$ cat src/rtl/user_dma_wr_buffer_pkg.sv
// Shared definitions for the user DMA write-side buffer.
// Holds the default bus widths, which are common with the request arbitrator,
// and the burst FSM state encoding.
package user_dma_pkg;

    localparam int DEF_ADDR_WIDTH = 32;
    localparam int DEF_DATA_WIDTH = 64;
    localparam int DEF_DMA_LEN    = 5;

    typedef enum logic {
        IDLE  = 1'b0,
        AVAIL = 1'b1
    } wr_state_t;

endpackage

$ cat src/rtl/user_dma_wr_buffer_if.sv
// Slave-port bundle between a write-side DMA source and the request arbitrator.
//   data_avail : burst ready (source -> arbitrator)
//   wr_addr    : host byte address of the burst (source -> arbitrator)
//   len        : burst length in data words (source -> arbitrator)
//   data       : FWFT head word (source -> arbitrator)
//   data_rd    : pop one word per asserted cycle (arbitrator -> source)
//   done       : single-cycle burst-finished pulse (arbitrator -> source)
interface user_dma_wr_buffer_if
    import user_dma_pkg::*;
#(
    parameter int ADDR_WIDTH = DEF_ADDR_WIDTH,
    parameter int DATA_WIDTH = DEF_DATA_WIDTH,
    parameter int DMA_LEN    = DEF_DMA_LEN
) ();

    logic                  data_avail;
    logic [ADDR_WIDTH-1:0] wr_addr;
    logic [DMA_LEN-1:0]    len;
    logic [DATA_WIDTH-1:0] data;
    logic                  data_rd;
    logic                  done;

    modport master (
        output data_avail, wr_addr, len, data,
        input  data_rd, done
    );

    modport slave (
        input  data_avail, wr_addr, len, data,
        output data_rd, done
    );

endinterface

$ cat src/rtl/user_dma_fwft_fifo.sv
// First-word-fall-through FIFO used as the local write buffer.
//   clk, rst   : clock and asynchronous active-high reset
//   push       : write push_data (caller guarantees !full)
//   pop        : drop the head word (caller guarantees !empty)
//   head       : current head word, zero read latency
//   count      : number of stored words
//   full       : registered from the next-state count, so it never depends
//                combinationally on this cycle's pop
//   empty      : count == 0
module user_dma_fwft_fifo #(
    parameter  int DATA_WIDTH = 64,
    parameter  int FIFO_DEPTH = 32,
    localparam int CW         = $clog2(FIFO_DEPTH) + 1
) (
    input  logic                  clk,
    input  logic                  rst,
    input  logic                  push,
    input  logic [DATA_WIDTH-1:0] push_data,
    input  logic                  pop,
    output logic [DATA_WIDTH-1:0] head,
    output logic [CW-1:0]         count,
    output logic                  full,
    output logic                  empty
);

    localparam int AW = $clog2(FIFO_DEPTH);

    logic [DATA_WIDTH-1:0] mem [FIFO_DEPTH];
    logic [AW-1:0]         wr_idx;
    logic [AW-1:0]         rd_idx;
    logic [CW-1:0]         count_nxt;

    always_comb begin
        count_nxt = count;
        case ({push, pop})
            2'b10:   count_nxt = count + 1'b1;
            2'b01:   count_nxt = count - 1'b1;
            default: count_nxt = count;
        endcase
    end

    always_ff @(posedge clk or posedge rst) begin
        if (rst) begin
            wr_idx <= '0;
            rd_idx <= '0;
            count  <= '0;
            full   <= 1'b0;
        end else begin
            if (push) wr_idx <= wr_idx + 1'b1;
            if (pop)  rd_idx <= rd_idx + 1'b1;
            count <= count_nxt;
            full  <= (count_nxt == CW'(FIFO_DEPTH));
        end
    end

    // Storage carries no reset; stale words are unreachable once the pointers clear.
    always_ff @(posedge clk) begin
        if (push) mem[wr_idx] <= push_data;
    end

    assign head  = mem[rd_idx];
    assign empty = (count == '0);

endmodule

$ cat src/rtl/user_dma_wr_buffer.sv
// Write-side DMA source for one slave port of the user DMA request arbitrator.
// Buffers a valid/ready user stream, cuts it into bursts and walks a circular
// host buffer as each burst completes.
//   i_clk, i_rst        : clock, asynchronous active-high reset
//   i_base_addr         : host buffer base (word aligned)
//   i_buf_size          : host buffer size in bytes (multiple of a full burst)
//   i_enable            : rising edge reloads the write pointer; low blocks new bursts
//   i_data_valid/i_data : user stream in; o_data_ready while the buffer has room
//   i_flush             : request to drain a partial burst; o_flush_done when drained
//   dma                 : arbitrator slave port (master side of the bundle)
//   o_burst_cnt         : completed bursts, wrapping
//   o_err               : sticky protocol error (over-read or short burst)
module user_dma_wr_buffer
    import user_dma_pkg::*;
#(
    parameter int ADDR_WIDTH  = DEF_ADDR_WIDTH,
    parameter int DATA_WIDTH  = DEF_DATA_WIDTH,
    parameter int DMA_LEN     = DEF_DMA_LEN,
    parameter int FIFO_DEPTH  = 32,
    parameter int BURST_WORDS = 16
) (
    input  logic                  i_clk,
    input  logic                  i_rst,
    input  logic [ADDR_WIDTH-1:0] i_base_addr,
    input  logic [ADDR_WIDTH-1:0] i_buf_size,
    input  logic                  i_enable,
    input  logic                  i_data_valid,
    input  logic [DATA_WIDTH-1:0] i_data,
    output logic                  o_data_ready,
    input  logic                  i_flush,
    output logic                  o_flush_done,
    user_dma_wr_buffer_if.master  dma,
    output logic [31:0]           o_burst_cnt,
    output logic                  o_err
);

    localparam int              CW        = $clog2(FIFO_DEPTH) + 1;
    localparam int              BYTES     = DATA_WIDTH / 8;
    localparam logic [CW-1:0]   BURST_CNT = CW'(BURST_WORDS);

    wr_state_t             state;
    wr_state_t             state_nxt;
    logic [ADDR_WIDTH-1:0] wr_ptr;
    logic [DMA_LEN-1:0]    len;
    logic [DMA_LEN-1:0]    rd_cnt;
    logic [DMA_LEN-1:0]    rd_final;
    logic [DMA_LEN-1:0]    burst_len;
    logic                  flush_pending;
    logic                  enable_d;
    logic                  start_burst;
    logic                  flush_clr;

    logic                  push;
    logic                  pop;
    logic [DATA_WIDTH-1:0] head;
    logic [CW-1:0]         count;
    logic                  full;
    logic                  empty;

    // Next burst address; the sum wraps modulo 2^ADDR_WIDTH before the compare.
    function automatic logic [ADDR_WIDTH-1:0] advance_ptr(
        input logic [ADDR_WIDTH-1:0] ptr,
        input logic [ADDR_WIDTH-1:0] base,
        input logic [ADDR_WIDTH-1:0] size,
        input logic [DMA_LEN-1:0]    blen
    );
        logic [ADDR_WIDTH-1:0] sum;
        logic [ADDR_WIDTH-1:0] limit;
        sum   = ptr + ADDR_WIDTH'(blen) * ADDR_WIDTH'(BYTES);
        limit = base + size;
        return (sum >= limit) ? base : sum;
    endfunction

    user_dma_fwft_fifo #(
        .DATA_WIDTH (DATA_WIDTH),
        .FIFO_DEPTH (FIFO_DEPTH)
    ) u_fifo (
        .clk       (i_clk),
        .rst       (i_rst),
        .push      (push),
        .push_data (i_data),
        .pop       (pop),
        .head      (head),
        .count     (count),
        .full      (full),
        .empty     (empty)
    );

    assign o_data_ready = !full;
    assign push         = i_data_valid && !full;
    assign pop          = (state == AVAIL) && dma.data_rd && (rd_cnt < len);
    assign rd_final     = rd_cnt + {{(DMA_LEN-1){1'b0}}, pop};
    assign burst_len    = (count >= BURST_CNT) ? DMA_LEN'(BURST_WORDS) : DMA_LEN'(count);

    assign dma.data_avail = (state == AVAIL);
    assign dma.wr_addr    = wr_ptr;
    assign dma.len        = len;
    // Head is masked outside a burst so the port reads zero rather than stale storage.
    assign dma.data       = (state == AVAIL) ? head : '0;

    always_comb begin
        state_nxt   = state;
        start_burst = 1'b0;
        flush_clr   = 1'b0;
        case (state)
            IDLE: begin
                if (i_enable && (count >= BURST_CNT)) begin
                    start_burst = 1'b1;
                    state_nxt   = AVAIL;
                end else if (i_enable && flush_pending && !empty) begin
                    start_burst = 1'b1;
                    state_nxt   = AVAIL;
                end else if (flush_pending && empty) begin
                    flush_clr = 1'b1;
                end
            end
            AVAIL: begin
                // Always returning through IDLE guarantees data_avail drops for a
                // cycle after done, so the arbitrator never sees a stale request.
                if (dma.done) state_nxt = IDLE;
            end
            default: state_nxt = IDLE;
        endcase
    end

    always_ff @(posedge i_clk or posedge i_rst) begin
        if (i_rst) state <= IDLE;
        else       state <= state_nxt;
    end

    always_ff @(posedge i_clk or posedge i_rst) begin
        if (i_rst) begin
            wr_ptr        <= '0;
            len           <= '0;
            rd_cnt        <= '0;
            flush_pending <= 1'b0;
            enable_d      <= 1'b0;
            o_flush_done  <= 1'b0;
            o_burst_cnt   <= '0;
            o_err         <= 1'b0;
        end else begin
            enable_d     <= i_enable;
            o_flush_done <= flush_clr;

            if (flush_clr)    flush_pending <= 1'b0;
            else if (i_flush) flush_pending <= 1'b1;

            if ((state == IDLE) && i_enable && !enable_d) wr_ptr <= i_base_addr;

            if (start_burst) begin
                len    <= burst_len;
                rd_cnt <= '0;
            end

            if (state == AVAIL) begin
                if (pop) rd_cnt <= rd_cnt + 1'b1;
                if (dma.data_rd && (rd_cnt == len)) o_err <= 1'b1;
                if (dma.done) begin
                    if (rd_final != len) o_err <= 1'b1;
                    wr_ptr      <= advance_ptr(wr_ptr, i_base_addr, i_buf_size, len);
                    o_burst_cnt <= o_burst_cnt + 1'b1;
                end
            end
        end
    end

endmodule

$ cat src/flat_wrapper.sv
// flat-port wrapper written by rule: the top's interface ports become plain ports
module user_dma_wr_buffer_flat import user_dma_pkg::*;
#(
    parameter int ADDR_WIDTH  = DEF_ADDR_WIDTH,
    parameter int DATA_WIDTH  = DEF_DATA_WIDTH,
    parameter int DMA_LEN     = DEF_DMA_LEN,
    parameter int FIFO_DEPTH  = 32,
    parameter int BURST_WORDS = 16
)
  (i_clk, i_rst, i_base_addr, i_buf_size, i_enable, i_data_valid, i_data, o_data_ready, i_flush, o_flush_done, o_burst_cnt, o_err, dma_data_avail, dma_wr_addr, dma_len, dma_data, dma_data_rd, dma_done);
  user_dma_wr_buffer_if #(.ADDR_WIDTH(ADDR_WIDTH), .DATA_WIDTH(DATA_WIDTH), .DMA_LEN(DMA_LEN)) dma_i ();
  input  logic i_clk;
  input  logic i_rst;
  input  logic [ADDR_WIDTH-1:0] i_base_addr;
  input  logic [ADDR_WIDTH-1:0] i_buf_size;
  input  logic i_enable;
  input  logic i_data_valid;
  input  logic [DATA_WIDTH-1:0] i_data;
  output logic o_data_ready;
  input  logic i_flush;
  output logic o_flush_done;
  output logic [31:0] o_burst_cnt;
  output logic o_err;
  output wire logic [$bits(dma_i.data_avail)-1:0] dma_data_avail;
  output wire logic [$bits(dma_i.wr_addr)-1:0] dma_wr_addr;
  output wire logic [$bits(dma_i.len)-1:0] dma_len;
  output wire logic [$bits(dma_i.data)-1:0] dma_data;
  input wire logic [$bits(dma_i.data_rd)-1:0] dma_data_rd;
  input wire logic [$bits(dma_i.done)-1:0] dma_done;
  assign dma_data_avail = dma_i.data_avail;
  assign dma_wr_addr = dma_i.wr_addr;
  assign dma_len = dma_i.len;
  assign dma_data = dma_i.data;
  assign dma_i.data_rd = dma_data_rd;
  assign dma_i.done = dma_done;
  user_dma_wr_buffer #(.ADDR_WIDTH(ADDR_WIDTH), .DATA_WIDTH(DATA_WIDTH), .DMA_LEN(DMA_LEN), .FIFO_DEPTH(FIFO_DEPTH), .BURST_WORDS(BURST_WORDS)) u_core (.i_clk(i_clk), .i_rst(i_rst), .i_base_addr(i_base_addr), .i_buf_size(i_buf_size), .i_enable(i_enable), .i_data_valid(i_data_valid), .i_data(i_data), .o_data_ready(o_data_ready), .i_flush(i_flush), .o_flush_done(o_flush_done), .dma(dma_i), .o_burst_cnt(o_burst_cnt), .o_err(o_err));
endmodule
$ cat config.mk
export PLATFORM = sky130hd
export DESIGN_NAME = user_dma_wr_buffer_flat
export DESIGN_NICKNAME = d
export VERILOG_FILES = /design/src/rtl/user_dma_wr_buffer_pkg.sv /design/src/rtl/user_dma_wr_buffer_if.sv /design/src/rtl/user_dma_fwft_fifo.sv /design/src/rtl/user_dma_wr_buffer.sv /design/src/flat_wrapper.sv
export SDC_FILE = /design/constraint.sdc
export NUM_CORES = 2
export LEC_CHECK = 0
export ABC_AREA = 1
export ABC_CLOCK_PERIOD_IN_PS = 17350
export CORE_MARGIN = 4
export CORE_UTILIZATION = 30
export CTS_CLUSTER_DIAMETER = 100
export DETAILED_ROUTE_END_ITERATION = 12
export PLACE_DENSITY_LB_ADDON = 0.15
export SKIP_LAST_GASP = 1
export SLEW_MARGIN = 15
export SYNTH_ARGS = -nofsm -noshare
export SYNTH_HDL_FRONTEND = slang
export SYNTH_SLANG_ARGS = --single-unit
$ cat constraint.sdc
create_clock -name i_clk -period 17.35 [get_ports i_clk]
set_input_delay 2.6025 -clock i_clk [delete_from_list [all_inputs] [get_ports i_clk]]
set_output_delay 2.6025 -clock i_clk [all_outputs]
set_load 0.01 [all_outputs]
==> flow_metrics.env <==
export IMPL_seq_area_mm2=0.06392
export IMPL_max_vdd_ir_drop_v=0.0001665
export IMPL_grt_max_degree=229
export IMPL_vias_per_cell=5.187
export IMPL_drtAntennaViolNets=0
export IMPL_synth_seq_area_share=0.7233
export IMPL_rsz0062_at_grt="no"
export IMPL_async_reset_ff_frac=0.04478
export IMPL_path_cells="buf_12, buf_4, buf_4, o21ai_0, o211ai_1, nand3_1, nand4_1, nand2_1, a31oi_1, clkdlybuf4s50_1"
export IMPL_synth_top_cells_by_count="edfxtp_1, nor2_1, o21ai_0, nand2_1, o22ai_1"
export IMPL_cts_tree="yes"
export IMPL_syn2layout_area_growth_pct=15.98
export IMPL_clk_insertion_delay_late_ps=900
export IMPL_fin_ws_ps=8437
export IMPL_holdPathStages=2
export IMPL_hold_buffers=0
export IMPL_num_nets_final=7574
export IMPL_synth_edf_count=2048
export IMPL_worstSetupPathType="reg2out"
export IMPL_drt_iter0_markers=5422
export IMPL_crit_top_cell="buf_4"
export IMPL_synth_cells=7175
export IMPL_max_stage_delay_ps=940
export IMPL_io_pins=272
export IMPL_die_y_um=550.7
export IMPL_finClkSkew_ps=102.9
export IMPL_gr_usage_met2=0.3112
export IMPL_path_max_fanout=154
export IMPL_wl_um=300100
export IMPL_crit_buf_inv=4
export IMPL_rows=198
export IMPL_synth_top_area_cell="edfxtp_1"
export IMPL_hold_class="reg2reg"
export IMPL_htree_num_levels=4
export IMPL_place_hpwl_um=148700
export IMPL_via_count=59360
export IMPL_synth_seq_cells=2144
export IMPL_grt_use_met1=0.2750
export IMPL_die_w_um=550.7
export IMPL_pre_cts_slack_ps=9527
export IMPL_cts_resized=0
export IMPL_ys_flop_type="edfxtp_1"
export IMPL_syn_area_per_cell_um2=12.31
export IMPL_multi_input_area_mm2=0.02212
export IMPL_grt_pass1_vias=57390
export IMPL_whs_ps=520.0
export IMPL_crit_path_start_kind="flip-flop"
export IMPL_cts_setup_buffers=0
export IMPL_wl_per_cell_um=26.22
export IMPL_gr_usage_met3=0.02724
export IMPL_fillers=28500
export IMPL_clk_pin_slew_ps=60
export IMPL_fmax_ghz=0.1122
export IMPL_setup_viol=0
export IMPL_drc=0
export IMPL_synth_net_count=7400
export IMPL_status="completed"
export IMPL_cts_sink_count=2144
export IMPL_synth_top_area_frac=0.6961
export IMPL_drv_cap=0
export IMPL_ys_top_cells_by_area="edfxtp_1, nor2_1, o21ai_0"
export IMPL_yosysUniqueCellTypes=43
export IMPL_cpMaxStageDelayCell="dfrtp_4"
export IMPL_overflow=0
export IMPL_gp_congestion=0.8085
export IMPL_grt_pass1_wl_um=427300
export IMPL_post_route_period_util=0.5137
export IMPL_top_usage_layer="met2"
export IMPL_hold_violations=0
export IMPL_first_pass_iters=6
export IMPL_dieArea_mm2=0.3032
export IMPL_tightest_slew_ps=1199
export IMPL_leakage_nw=33.36
export IMPL_cts_buffers=236
export IMPL_cp_required_ps=14750
export IMPL_core_mm2=0.2921
export IMPL_syn_cell_area_mm2=0.08835
export IMPL_initial_core_util=0.3025
export IMPL_placed_area_mm2=0.09527
export IMPL_tns_ps=0
export IMPL_critPathCaptureType="output port"
export IMPL_path_depth=10
export IMPL_cellPowerDensity_mw_per_mm2=164.2
export IMPL_post_synth_top_count_cell="edfxtp_1"
export IMPL_io_buffers=271
export IMPL_r2r_cells=25
export IMPL_cts_buffer_depth=4
export IMPL_finalCriticalPeriod_ps=8913
export IMPL_slew_headroom=0.2010
export IMPL_synth_warnings=0
export IMPL_report_final_slew_viol_count=0
export IMPL_cp_arrival_ps=6310
export IMPL_antenna_found_initial=29
export IMPL_cts_root_buffer="clkbuf_16"
export IMPL_path_delay_family="buffers and inverters"
export IMPL_final_area_mm2=0.1025
export IMPL_drive_above_1_share=0.06619
export IMPL_final_util=0.3508
export IMPL_track_usage=0.1919
## stage by stage
stage,std cells,power (W)
final,11440,0.01682
after CTS,11440,0.01703
after detailed placement,11010,0.01223
after global routing,11440,0.01781
after global placement,11010,0.01221
after floorplan,7175,0.009860
## routing by layer
| metal | part of all wire | vias up |
|---|---|---|
| met5 | 0.00018 | - |
| met1 | 0.46 | 30470 |
| met3 | 0.057 | 394 |
| li1 | - | 26710 |
| met2 | 0.47 | 1776 |
| met4 | 0.019 | 10 |
## cell families after synthesis
group | synth area share
XOR/XNOR | 0.007931
adder cells (fa/ha/maj) | 0.01300
flip-flops | 0.7233
AND/OR/NAND/NOR | 0.1060
buffers and inverters | 0.02913
AO/OA/AOI/OAI | 0.1206
## registers in the layout (all words and copies together), names as in the netlist, 5 cells and up
signal / cells
u_core.dma.len: 5
u_core.dma.wr_addr: 32
u_core.o_burst_cnt: 32
u_core.rd_cnt: 5
u_core.u_fifo.count: 6
u_core.u_fifo.mem: 2048
u_core.u_fifo.rd_idx: 5
u_core.u_fifo.wr_idx: 5
## final cells by class
cell class	count	area share
Antenna cell	5	0.0001221
Clock buffer	298	0.06092
Clock inverter	130	0.009292
Inverter	156	0.006191
Multi-Input combinational cell	4419	0.2159
Sequential cell	2144	0.6238
Tap cell	3900	0.04762
Timing Repair Buffer	392	0.03617
## worst register-to-register path, delay by kind of cell (launching register included)
kind | cells | cell delay (ps)
buf+inv | 6 | 900
simple gates | 14 | 1970
fa+ha+maj | 3 | 1010
compound gates | 2 | 200
flops | 1 | 560
## path summary, 6_finish.rpt
check / slack (ps) / endpoint / start
max reg2reg: 12580 / u_core.dma.wr_addr[22] / u_core.dma.len[0]
max in group asynchronous: 13710 / u_core.dma.data_avail / i_rst
min reg2reg: 520 / u_core.flush_pending / u_core.flush_pending
max: 8440 / dma_data[24] / u_core.u_fifo.rd_idx[1]
min: 520 / u_core.flush_pending / u_core.flush_pending
min in group asynchronous: 2080 / u_core.u_fifo.wr_idx[4] / i_rst
## power by group
group	switching (W)	total (W)	internal, W
Combinational	0.00406	0.00572	0.00165
Clock	0.00208	0.00477	0.00269
Sequential	0.000271	0.00634	0.00607
Total	0.00641	0.0168	0.0104
## cells in the final DEF, fill, tap and decap left out, drive strengths merged, types with 10 or more instances in the layout
master         synthesis  layout
edfxtp              2048    2048
xnor2                 37      37
a21oi                153     153
nand2                622     622
bufinv                 0      11
nor2                1362    1362
a31oi                 39      39
o21ai               1174    1174
ha                    87      87
clkinv                 1      98
o211ai               135     135
buf                  182     124
nand3b                11      11
dfrtp                 96      96
clkbuf               274     298
clkinvlp               0      10
nand4                 36      36
xor2                  43      43
nor3                  41      41
clkdlybuf4s50          0     268
inv                  155     167
o221ai                70      70
nand3                254     254
o22ai                319     319
No activity file was read; power rests on OpenSTA's default activity.
